`config.mk`:
```
export PLATFORM = sky130hd
export DESIGN_NAME = rr_mux_arbiter
export DESIGN_NICKNAME = d
export VERILOG_FILES = /design/src/rtl/arb_pkg.sv /design/src/rtl/rr_mux_arbiter_onehot_mux.sv /design/src/rtl/rr_mux_arbiter.sv
export SDC_FILE = /design/constraint.sdc
export NUM_CORES = 1
export LEC_CHECK = 0
export ABC_AREA = 1
export CAP_MARGIN = 20
export CORE_MARGIN = 2
export CORE_UTILIZATION = 47
export CTS_BUF_LIST = sky130_fd_sc_hd__clkbuf_8 sky130_fd_sc_hd__clkbuf_16
export CTS_CLUSTER_SIZE = 8
export DETAILED_ROUTE_END_ITERATION = 6
export GPL_ROUTABILITY_DRIVEN = 0
export PLACE_DENSITY = 0.75
export SETUP_SLACK_MARGIN = 0.5
export SKIP_LAST_GASP = 1
export SLEW_MARGIN = 20
export SYNTH_ARGS = -nofsm -noshare
export SYNTH_HDL_FRONTEND = slang
export SYNTH_SLANG_ARGS = --single-unit
```
`constraint.sdc`:
```
create_clock -name clk -period 2.11 [get_ports clk]
set_clock_uncertainty 0.1 [all_clocks]
set_input_delay 0.422 -clock clk [delete_from_list [all_inputs] [get_ports clk]]
set_output_delay 0.422 -clock clk [all_outputs]
set_load 0.02 [all_outputs]
```
`src/rtl/arb_pkg.sv`:
```
// rtl/arb_pkg.sv - shared types, width helpers and round-robin pick function
//
// Purpose:
//   Common definitions for the round-robin mux arbiter. Holds the FSM state
//   type, the widest index/counter widths the arbiter supports, and the
//   combinational round-robin winner search used by the top level.
//
// Contents:
//   arb_state_t  IDLE / BUSY state encoding
//   MAX_REQ      largest requester count supported by rr_pick
//   PTR_W        index width able to address MAX_REQ requesters
//   CNT_W        counter width able to count the largest legal hold limit
//   rr_pick()    one-hot winner of a circular scan starting at ptr
package arb_pkg;

  typedef enum logic {
    IDLE = 1'b0,
    BUSY = 1'b1
  } arb_state_t;

  localparam int MAX_REQ = 8;
  localparam int PTR_W   = $clog2(MAX_REQ);
  localparam int CNT_W   = $clog2(256);

  // Scans req starting at ptr and wrapping modulo n; returns the first set
  // bit as a one-hot vector, or all zeros if nothing is requesting. Bits at
  // or above n are never returned, so callers may pad req with zeros.
  function automatic logic [MAX_REQ-1:0] rr_pick(
    input logic [MAX_REQ-1:0] req,
    input logic [PTR_W-1:0]   ptr,
    input int                 n
  );
    logic [MAX_REQ-1:0] win;
    logic               found;
    logic [PTR_W-1:0]   idx;
    win   = '0;
    found = 1'b0;
    for (int i = 0; i < MAX_REQ; i++) begin
      if (i < n) begin
        idx = PTR_W'((int'(ptr) + i) % n);
        if (!found && req[idx]) begin
          win[idx] = 1'b1;
          found    = 1'b1;
        end
      end
    end
    return win;
  endfunction

endpackage

```
`src/rtl/rr_mux_arbiter_onehot_mux.sv`:
```
// rtl/rr_mux_arbiter_onehot_mux.sv - combinational AND-OR one-hot select
//
// Purpose:
//   N:1 data selector driven by a one-hot select. Each lane is masked by its
//   select bit and the results are ORed, so an all-zero select yields zero.
//
// Ports:
//   sel   in   NUM_REQ         one-hot (or zero) lane select
//   data  in   NUM_REQ*DATA_W  packed lanes; lane k = data[k*DATA_W +: DATA_W]
//   y     out  DATA_W          selected lane, 0 when sel is all zeros
module onehot_mux #(
  parameter int NUM_REQ = 4,
  parameter int DATA_W  = 1
) (
  input  logic [NUM_REQ-1:0]        sel,
  input  logic [NUM_REQ*DATA_W-1:0] data,
  output logic [DATA_W-1:0]         y
);

  always_comb begin
    y = '0;
    for (int k = 0; k < NUM_REQ; k++) begin
      y = y | (data[k*DATA_W +: DATA_W] & {DATA_W{sel[k]}});
    end
  end

endmodule

```
`src/rtl/rr_mux_arbiter.sv`:
```
// rtl/rr_mux_arbiter.sv - round-robin arbiter sharing one one-hot-select mux
//
// Purpose:
//   Grants one of NUM_REQ requesters at a time, holds the grant until the
//   grantee releases, withdraws, or hits the MAX_HOLD limit, then spends one
//   dead IDLE cycle before re-arbitrating. The registered grant doubles as
//   the select of the shared mux that produces y_o.
//
// Ports:
//   clk        in   1               rising-edge clock
//   reset_n    in   1               asynchronous active-low reset
//   req_i      in   NUM_REQ         level-sensitive request per requester
//   data_i     in   NUM_REQ*DATA_W  packed requester data lanes
//   rel_i      in   1               current grantee releases the resource
//   gnt_o      out  NUM_REQ         registered one-hot grant / mux select
//   valid_o    out  1               registered, high while a grant is held
//   y_o        out  DATA_W          lane selected by gnt_o, 0 with no grant
//   timeout_o  out  1               registered pulse on a forced release
module rr_mux_arbiter
  import arb_pkg::*;
#(
  parameter int NUM_REQ  = 4,
  parameter int DATA_W   = 1,
  parameter int MAX_HOLD = 8
) (
  input  logic                      clk,
  input  logic                      reset_n,
  input  logic [NUM_REQ-1:0]        req_i,
  input  logic [NUM_REQ*DATA_W-1:0] data_i,
  input  logic                      rel_i,
  output logic [NUM_REQ-1:0]        gnt_o,
  output logic                      valid_o,
  output logic [DATA_W-1:0]         y_o,
  output logic                      timeout_o
);

  localparam int PTR_BITS = $clog2(NUM_REQ);
  localparam int CNT_BITS = $clog2(MAX_HOLD);
  localparam logic [CNT_BITS-1:0] HOLD_LAST = CNT_BITS'(MAX_HOLD - 1);

  arb_state_t          state_q, state_d;
  logic [NUM_REQ-1:0]  gnt_q, gnt_d;
  logic                valid_q, valid_d;
  logic                tmo_q, tmo_d;
  logic [PTR_BITS-1:0] ptr_q, ptr_d;
  logic [CNT_BITS-1:0] cnt_q, cnt_d;

  logic [MAX_REQ-1:0]  req_ext;
  logic [MAX_REQ-1:0]  pick_ext;
  logic [NUM_REQ-1:0]  pick;
  logic [PTR_BITS-1:0] ptr_after_pick;
  logic                unused_pick;

  logic                do_rel;
  logic                withdrew;
  logic                hit_limit;

  // The package search works on the widest supported vector; pad with zeros.
  always_comb begin
    req_ext              = '0;
    req_ext[NUM_REQ-1:0] = req_i;
  end

  assign pick_ext    = rr_pick(req_ext, PTR_W'(ptr_q), NUM_REQ);
  assign pick        = pick_ext[NUM_REQ-1:0];
  assign unused_pick = ^pick_ext;

  // Pointer moves to the slot just past the winner so it has lowest priority
  // at the next arbitration.
  always_comb begin
    ptr_after_pick = ptr_q;
    for (int k = 0; k < NUM_REQ; k++) begin
      if (pick[k]) begin
        if (k == NUM_REQ - 1) ptr_after_pick = '0;
        else                  ptr_after_pick = PTR_BITS'(k + 1);
      end
    end
  end

  assign do_rel    = rel_i;
  assign withdrew  = ~|(req_i & gnt_q);
  assign hit_limit = (cnt_q == HOLD_LAST);

  always_comb begin
    state_d = state_q;
    gnt_d   = gnt_q;
    valid_d = valid_q;
    tmo_d   = 1'b0;
    ptr_d   = ptr_q;
    cnt_d   = cnt_q;
    case (state_q)
      IDLE: begin
        if (|req_i) begin
          gnt_d   = pick;
          valid_d = 1'b1;
          cnt_d   = '0;
          ptr_d   = ptr_after_pick;
          state_d = BUSY;
        end
      end
      BUSY: begin
        if (do_rel || withdrew || hit_limit) begin
          gnt_d   = '0;
          valid_d = 1'b0;
          state_d = IDLE;
          // Only flag a forced release when the grantee had not let go anyway.
          tmo_d   = hit_limit && !do_rel && !withdrew;
        end else begin
          cnt_d = cnt_q + 1'b1;
        end
      end
      default: begin
        gnt_d   = '0;
        valid_d = 1'b0;
        state_d = IDLE;
      end
    endcase
  end

  always_ff @(posedge clk or negedge reset_n) begin
    if (!reset_n) begin
      state_q <= IDLE;
      gnt_q   <= '0;
      valid_q <= 1'b0;
      tmo_q   <= 1'b0;
      ptr_q   <= '0;
      cnt_q   <= '0;
    end else begin
      state_q <= state_d;
      gnt_q   <= gnt_d;
      valid_q <= valid_d;
      tmo_q   <= tmo_d;
      ptr_q   <= ptr_d;
      cnt_q   <= cnt_d;
    end
  end

  assign gnt_o     = gnt_q;
  assign valid_o   = valid_q;
  assign timeout_o = tmo_q;

  onehot_mux #(
    .NUM_REQ (NUM_REQ),
    .DATA_W  (DATA_W)
  ) u_mux (
    .sel  (gnt_q),
    .data (data_i),
    .y    (y_o)
  );

endmodule

```
== Yosys cells after proc, flatten, opt, wreduce, memory -nomap -nowiden ==
Index checks and enable logic that the tools add are counted.

* Flip-flop bits (word level): 12
* Bits in latches: 0
* RAM bits: 0
* Bits in read-only memories: 0
* Input bits: 11
* Output and inout port bits: 7
* Word-level logic and storage cells: 103
* Memories: 0

* $add $sub $neg: 4
* Multiply operators: 0
* Div/mod/pow operators: 0
* Magnitude comparators: 8
* Equality and inequality tests: 4
* Shift operators: 0
* Muxes and demuxes: 41
* Bitwise logic cells: 15
* Reductions and logical operators: 25

{| class="wikitable"
|+ Operators by type and width
! kind !! number
|-
| $mux 4 || 6
|-
| $mux 1 || 17
|-
| $lt 3x4->1 const B || 3
|-
| $or 4x4->4 || 3
|-
| $bmux 1 s3 || 3
|-
| $demux 1 s3 || 3
|-
| $ge 3x1->1 const B || 3
|-
| $logic_and 1x1->1 || 9
|-
| $mux 2 || 4
|-
| $pmux 4 s2 || 1
|-
| $reduce_or 4->1 || 2
|-
| $mux 3 || 2
|-
| $pmux 3 s2 || 1
|-
| $reduce_or 2->1 || 3
|-
| $logic_not 1->1 || 5
|-
| $add 2x2->2 const B || 2
|-
| $and 1x1->1 || 4
|-
| $and 4x4->4 || 1
|-
| $lt 2x4->1 const B || 1
|-
| $ne 2x2->1 const B || 2
|-
| $pmux 1 s2 || 2
|-
| $reduce_and 2->1 || 2
|-
| $reduce_bool 4->1 || 1
|-
| $add 3x1->3 const B || 1
|-
| 11 further kinds || 16
|}

== Longest topological paths before layout ==
* Depth after elaboration: 17
* Mapped depth: 15
* Depth with buffers taken out: 14

== Modules after synthesis ==
From an unflattened synthesis, not the netlist that was laid out.

* Cells, all modules: 147
* Area total of the unflattened synthesis: 1044.8 um^2

{| class="wikitable"
|+ By module, submodules not included
! module !! times used !! cells an instance !! area each (um^2) !! seq. area each (um^2)
|-
| rr_mux_arbiter || 1 || 138 || 1011.0 || 300.3
|-
| onehot_mux || 1 || 9 || 33.8 || 0.0
|}

== Worst setup path after synthesis ==
OpenSTA, ideal clock, no wires.

* Kind: register to register
* Start: reg ptr_q[1]
* End: reg ptr_q[1]
* Setup time: 120 ps
* Arrival: 1777 ps
* Data required time: 1890 ps
* Path slack: 112 ps
* Cell stages (with the launch flop): 15
* Path buffers: 0
* Cell sequence: dfrtp_1 inv_1 ha_1 inv_1 nand3_1 nand2_1 nand2_4 nor2_4 nand2_2 nand3b_4 nor2_2 nand2_1 nand2_1 nand2_1 nand2_1

* Longest elaborated chain between the ends: 16

{| class="wikitable"
|+ Ends and longest elaborated chain
! what !! line !! text
|-
| start, declared || rr_mux_arbiter.sv:45 || <nowiki>logic [PTR_BITS-1:0] ptr_q, ptr_d;</nowiki>
|-
| start signal, assigned || rr_mux_arbiter.sv:133 || <nowiki>ptr_q <= ptr_d;</nowiki>
|-
| $add 2x1->2 || arb_pkg.sv:40 || <nowiki>idx = PTR_W'((int'(ptr) + i) % n);</nowiki>
|-
| $reduce_or 2->1 (no source line) || -- ||
|-
| $and 1x1->1 (no source line) || -- ||
|-
| $lt 3x4->1 (implied by the code), or another cell as far along || arb_pkg.sv:42 || <nowiki>win[idx] = 1'b1;</nowiki>
|-
| $logic_and 1x1->1 (implied by the code) / $mux 1 (equally long branches) || arb_pkg.sv:42, arb_pkg.sv:41 ||
|-
| $mux 1 (implied by the code) / $logic_and 1x1->1 (equally long branches) || arb_pkg.sv:42, arb_pkg.sv:41 ||
|-
| $demux 1 s3 / $mux 1 (equally long branches) || arb_pkg.sv:42, arb_pkg.sv:41 ||
|-
| $or 4x4->4 (no source line) / $logic_not 1->1 (equally long branches) || -- ||
|-
| $mux 4 / $logic_and 1x1->1 (equally long branches) || arb_pkg.sv:41 || <nowiki>if (!found && req[idx]) begin</nowiki>
|-
| $or 4x4->4 (no source line) / $mux 1 (equally long branches) || -- ||
|-
| $mux 4 / $logic_not 1->1 (equally long branches) || arb_pkg.sv:41 ||
|-
| $or 4x4->4 (no source line) / $logic_and 1x1->1 (equally long branches) || -- ||
|-
| $mux 4 * || arb_pkg.sv:41 ||
|-
| $mux 2 (3 in series) || rr_mux_arbiter.sv:73 || <nowiki>if (pick[k]) begin</nowiki>
|}

Mark *: on every way between the ends. The rest lies on a longest branch, timed or not. The select of a mux whose other input is x is not followed.
A chain may end at the register's enable or synchronous reset.

== Worst setup path after layout ==
* Start: reg ptr_q[0]
* End: reg ptr_q[1]

Same word-level chain as after synthesis.

==> key figures <==
Yosys
  – Synthesized instance count: 143
  – Top cells by area, synth: dfrtp_1, nand2_1, nand3_1, ha_1, nand3_2
  – Seq/Total Area, Yosys: 29.02%
  – Synth top area share: 29.02%
  – Yosys warnings: 0
  – Mapped Area: 1035 um^2
  – Netlist cell types: 24
  – Synthesized area per cell: 7.236 um^2
  – Syn nets: 162
  – #FFs+latches synth: 12
  – Leading area contributor after synthesis: dfrtp_1

STA
  – Final slew viol count: 0
  – Final setup viols: 0
  – Setup slack after layout: 0.2260 ns
  – Final Hold Fails: 0
  – Setup TNS: 0 ns
  – RSZ-0062 raised after global routing: yes
  – Worst slew margin: 62.69%
  – Period utilization: 89.29%
  – Fmax: 530.8 MHz
  – Final min period: 1.884 ns
  – Worst slew pin tran: 0.5579 ns

Clock network
  – Clock-pin slew of the registers on the worst-case setup and hold paths: 0.06 ns
  – H-tree lvl count: 1
  – CTS tree: done
  – Clock Tree Root: clkbuf_8
  – Clock sinks: 12
  – Max clock buf depth: 2
  – Num CTS Buffers: 3
  – Clock Latency Late Sink: 0.25 ns

Power and ir drop
  – VDD IR max: 0.9721 mV
  – Total power: 2.383 mW
  – Pwr Density: 1601 nW/um^2
  – Leak: 0.8143 nW

Worst setup path
  – Critical path arrival: 1.91 ns
  – Worst setup path startpoint: ptr_q[0]
  – Critical path class: flip-flop to flip-flop
  – Crit Reg-Reg Endpoint: ptr_q[1]
  – Worst R2R Start: ptr_q[0]
  – FF-to-FF path depth: 14
  – Startpoint Class: flip-flop
  – Critical Path RT: 2.13 ns
  – CP endpoint kind: flip-flop
  – CP Max Fanout: 4
  – Setup crit end: ptr_q[1]
  – Reg2Reg Setup Slack: 0.23 ns

Layout
  – Fillers: 155
  – N_diodes: 0
  – Layout cells sized above 1: 38.07%
  – Final #Nets: 196
  – Commonest non-fill, non-tap cell in the layout: nand2_1
  – Syn-to-layout area delta: 43.89%
  – Most frequent cells in the layout: nand2_1, nand3_1, buf_4

GRT
  – GR Overflow Total: 0
  – GRT Overall Usage: 24.47%
  – First-pass GRT wire length: 4761 um
  – Vias in the first global route: 1074
  – Largest net degree at the start of global routing: 13
  – Initial antenna violation count: 0

Place
  – Port bufs: 17
  – Pre-CTS setup slack: -0.1410 ns
  – Detailed Place HPWL: 2041 um

Worst hold path
  – Hold Path Class: flip-flop to flip-flop

Floorplanning
  – Total core area: 2022 um^2
  – Die area: 2593 um^2
  – DIE WIDTH: 50.92 um
  – DIE HEIGHT: 50.92 um
  – Number of placement rows: 16
  – I/O pins: 18
  – Initial Util: 51.18%

Route
  – DRC: 0
  – Wire length per cell: 13.38 um
  – Iteration-0 DRC Markers: 23
  – WL final: 2716 um
  – Vias per Instance: 5.256
  – Vias: 1067
  – Detail Route Antenna Nets: 0
  – Pre-antenna DRT Iters: 4

Status
  – Status: complete, no violations

Run
  – Max-cap violations: 0
==> stage by stage <==
step	instance area [um^2]	instances	utilization [%]	hold slack, ns
final	1489	203	73.64	0.3809
after global routing	1489	203	73.64	0.4209
after CTS	1444	203	71.41	0.3831
after detailed placement	1339	194	66.21	0.3735
after global placement	1339	194	66.21	0.3576
after floorplan	1086	143	-	0.02641
==> cell families (layout without fill, tap and decap cells) <==
| group | count (synthesis) | count (layout) | synth area share (%) |
|---|---|---|---|
| simple gates | 89 | 89 | 45.83 |
| buf+inv | 23 | 56 | 9.795 |
| flops | 12 | 12 | 29.02 |
| compound gates | 11 | 11 | 5.683 |
| fa+ha+maj | 8 | 8 | 9.674 |
==> per-layer routing <==
layer  vias up  routed length (um)  track usage [%]  share of wire, %
li1        526                   -                -                 -
met1       504                1186            30.22                44
met2        33                1368            41.34                50
met3         4                 128            6.725               4.7
met4         0                  32            7.207               1.2
met5         -                   0                0                 0
==> report_power, final <==
group,switching (mW),leakage [nW],internal [mW]
Combinational,1.02,0.631,0.726
Clock,0.0914,0.0288,0.165
Sequential,0.0768,0.155,0.307
==> layout make-up <==
cell class	count	area, um^2	area share (%)
inverters	22	100.1	6.723
clock buffers	4	55.05	3.697
well taps	27	33.78	2.269
multi-input cells	108	711.9	47.82
flip-flops and latches	12	302.8	20.34
repair buffers	30	285.3	19.16
==> synth_stat cells <==
library cell and count:
nand2_1 46, nand3_1 22, dfrtp_1 12, inv_1 9, ha_1 8, inv_2 6
o21ai_1 6, clkinv_1 5, nand3_2 4, nor2_1 4, nand2_4 3, o22ai_1 3
nand2_2 2, nand3_4 2, nand4_1 2, a21oi_1 1, buf_6 1, inv_4 1
inv_6 1, nand3b_4 1, nor2_2 1, nor2_4 1, nor3_1 1, o21ai_0 1
==> flip-flops by register name, summed over array words and instances (netlist names) <==
name,count
ptr_q,2
timeout_o,1
valid_o,1
cnt_q,3
gnt_o,4
state_q,1
==> worst min path at each step <==
| stage | startpoint | endpoint | slack, ns | cells after the start |
|---|---|---|---|---|
| 6_report | valid_o | valid_o | 0.38 | 2 |
| 4_1_cts | valid_o | valid_o | 0.38 | 2 |
| 3_3_place_gp | cnt_q[1] | cnt_q[1] | 0.36 | 2 |
| 2_1_floorplan | reset_n | cnt_q[0] | 0.03 | 0 |
| 5_1_grt | cnt_q[1] | cnt_q[1] | 0.42 | 2 |
| 3_5_place_dp | valid_o | valid_o | 0.37 | 2 |
==> worst max-delay path: stages (launching register included) <==
cell	delay, ns
dfrtp_2	0.46
inv_8	0.08
ha_4	0.22
inv_4	0.07
nand3_2	0.06
nand2_2	0.08
nand2_4	0.07
nor2_4	0.13
nand2_1	0.08
nand3_2	0.11
nor2_2	0.04
nand2_1	0.06
nand2_1	0.08
nand2_1	0.06
nand2_1	0.05
==> timing repair <==
item,in CTS,in global routing
hold buffers,0,0
setup endpoints to repair,18,11
pin swaps,10,7
buffers inserted,5,0
gates resized for setup,24,21
No activity file was read; power rests on OpenSTA's default activity.
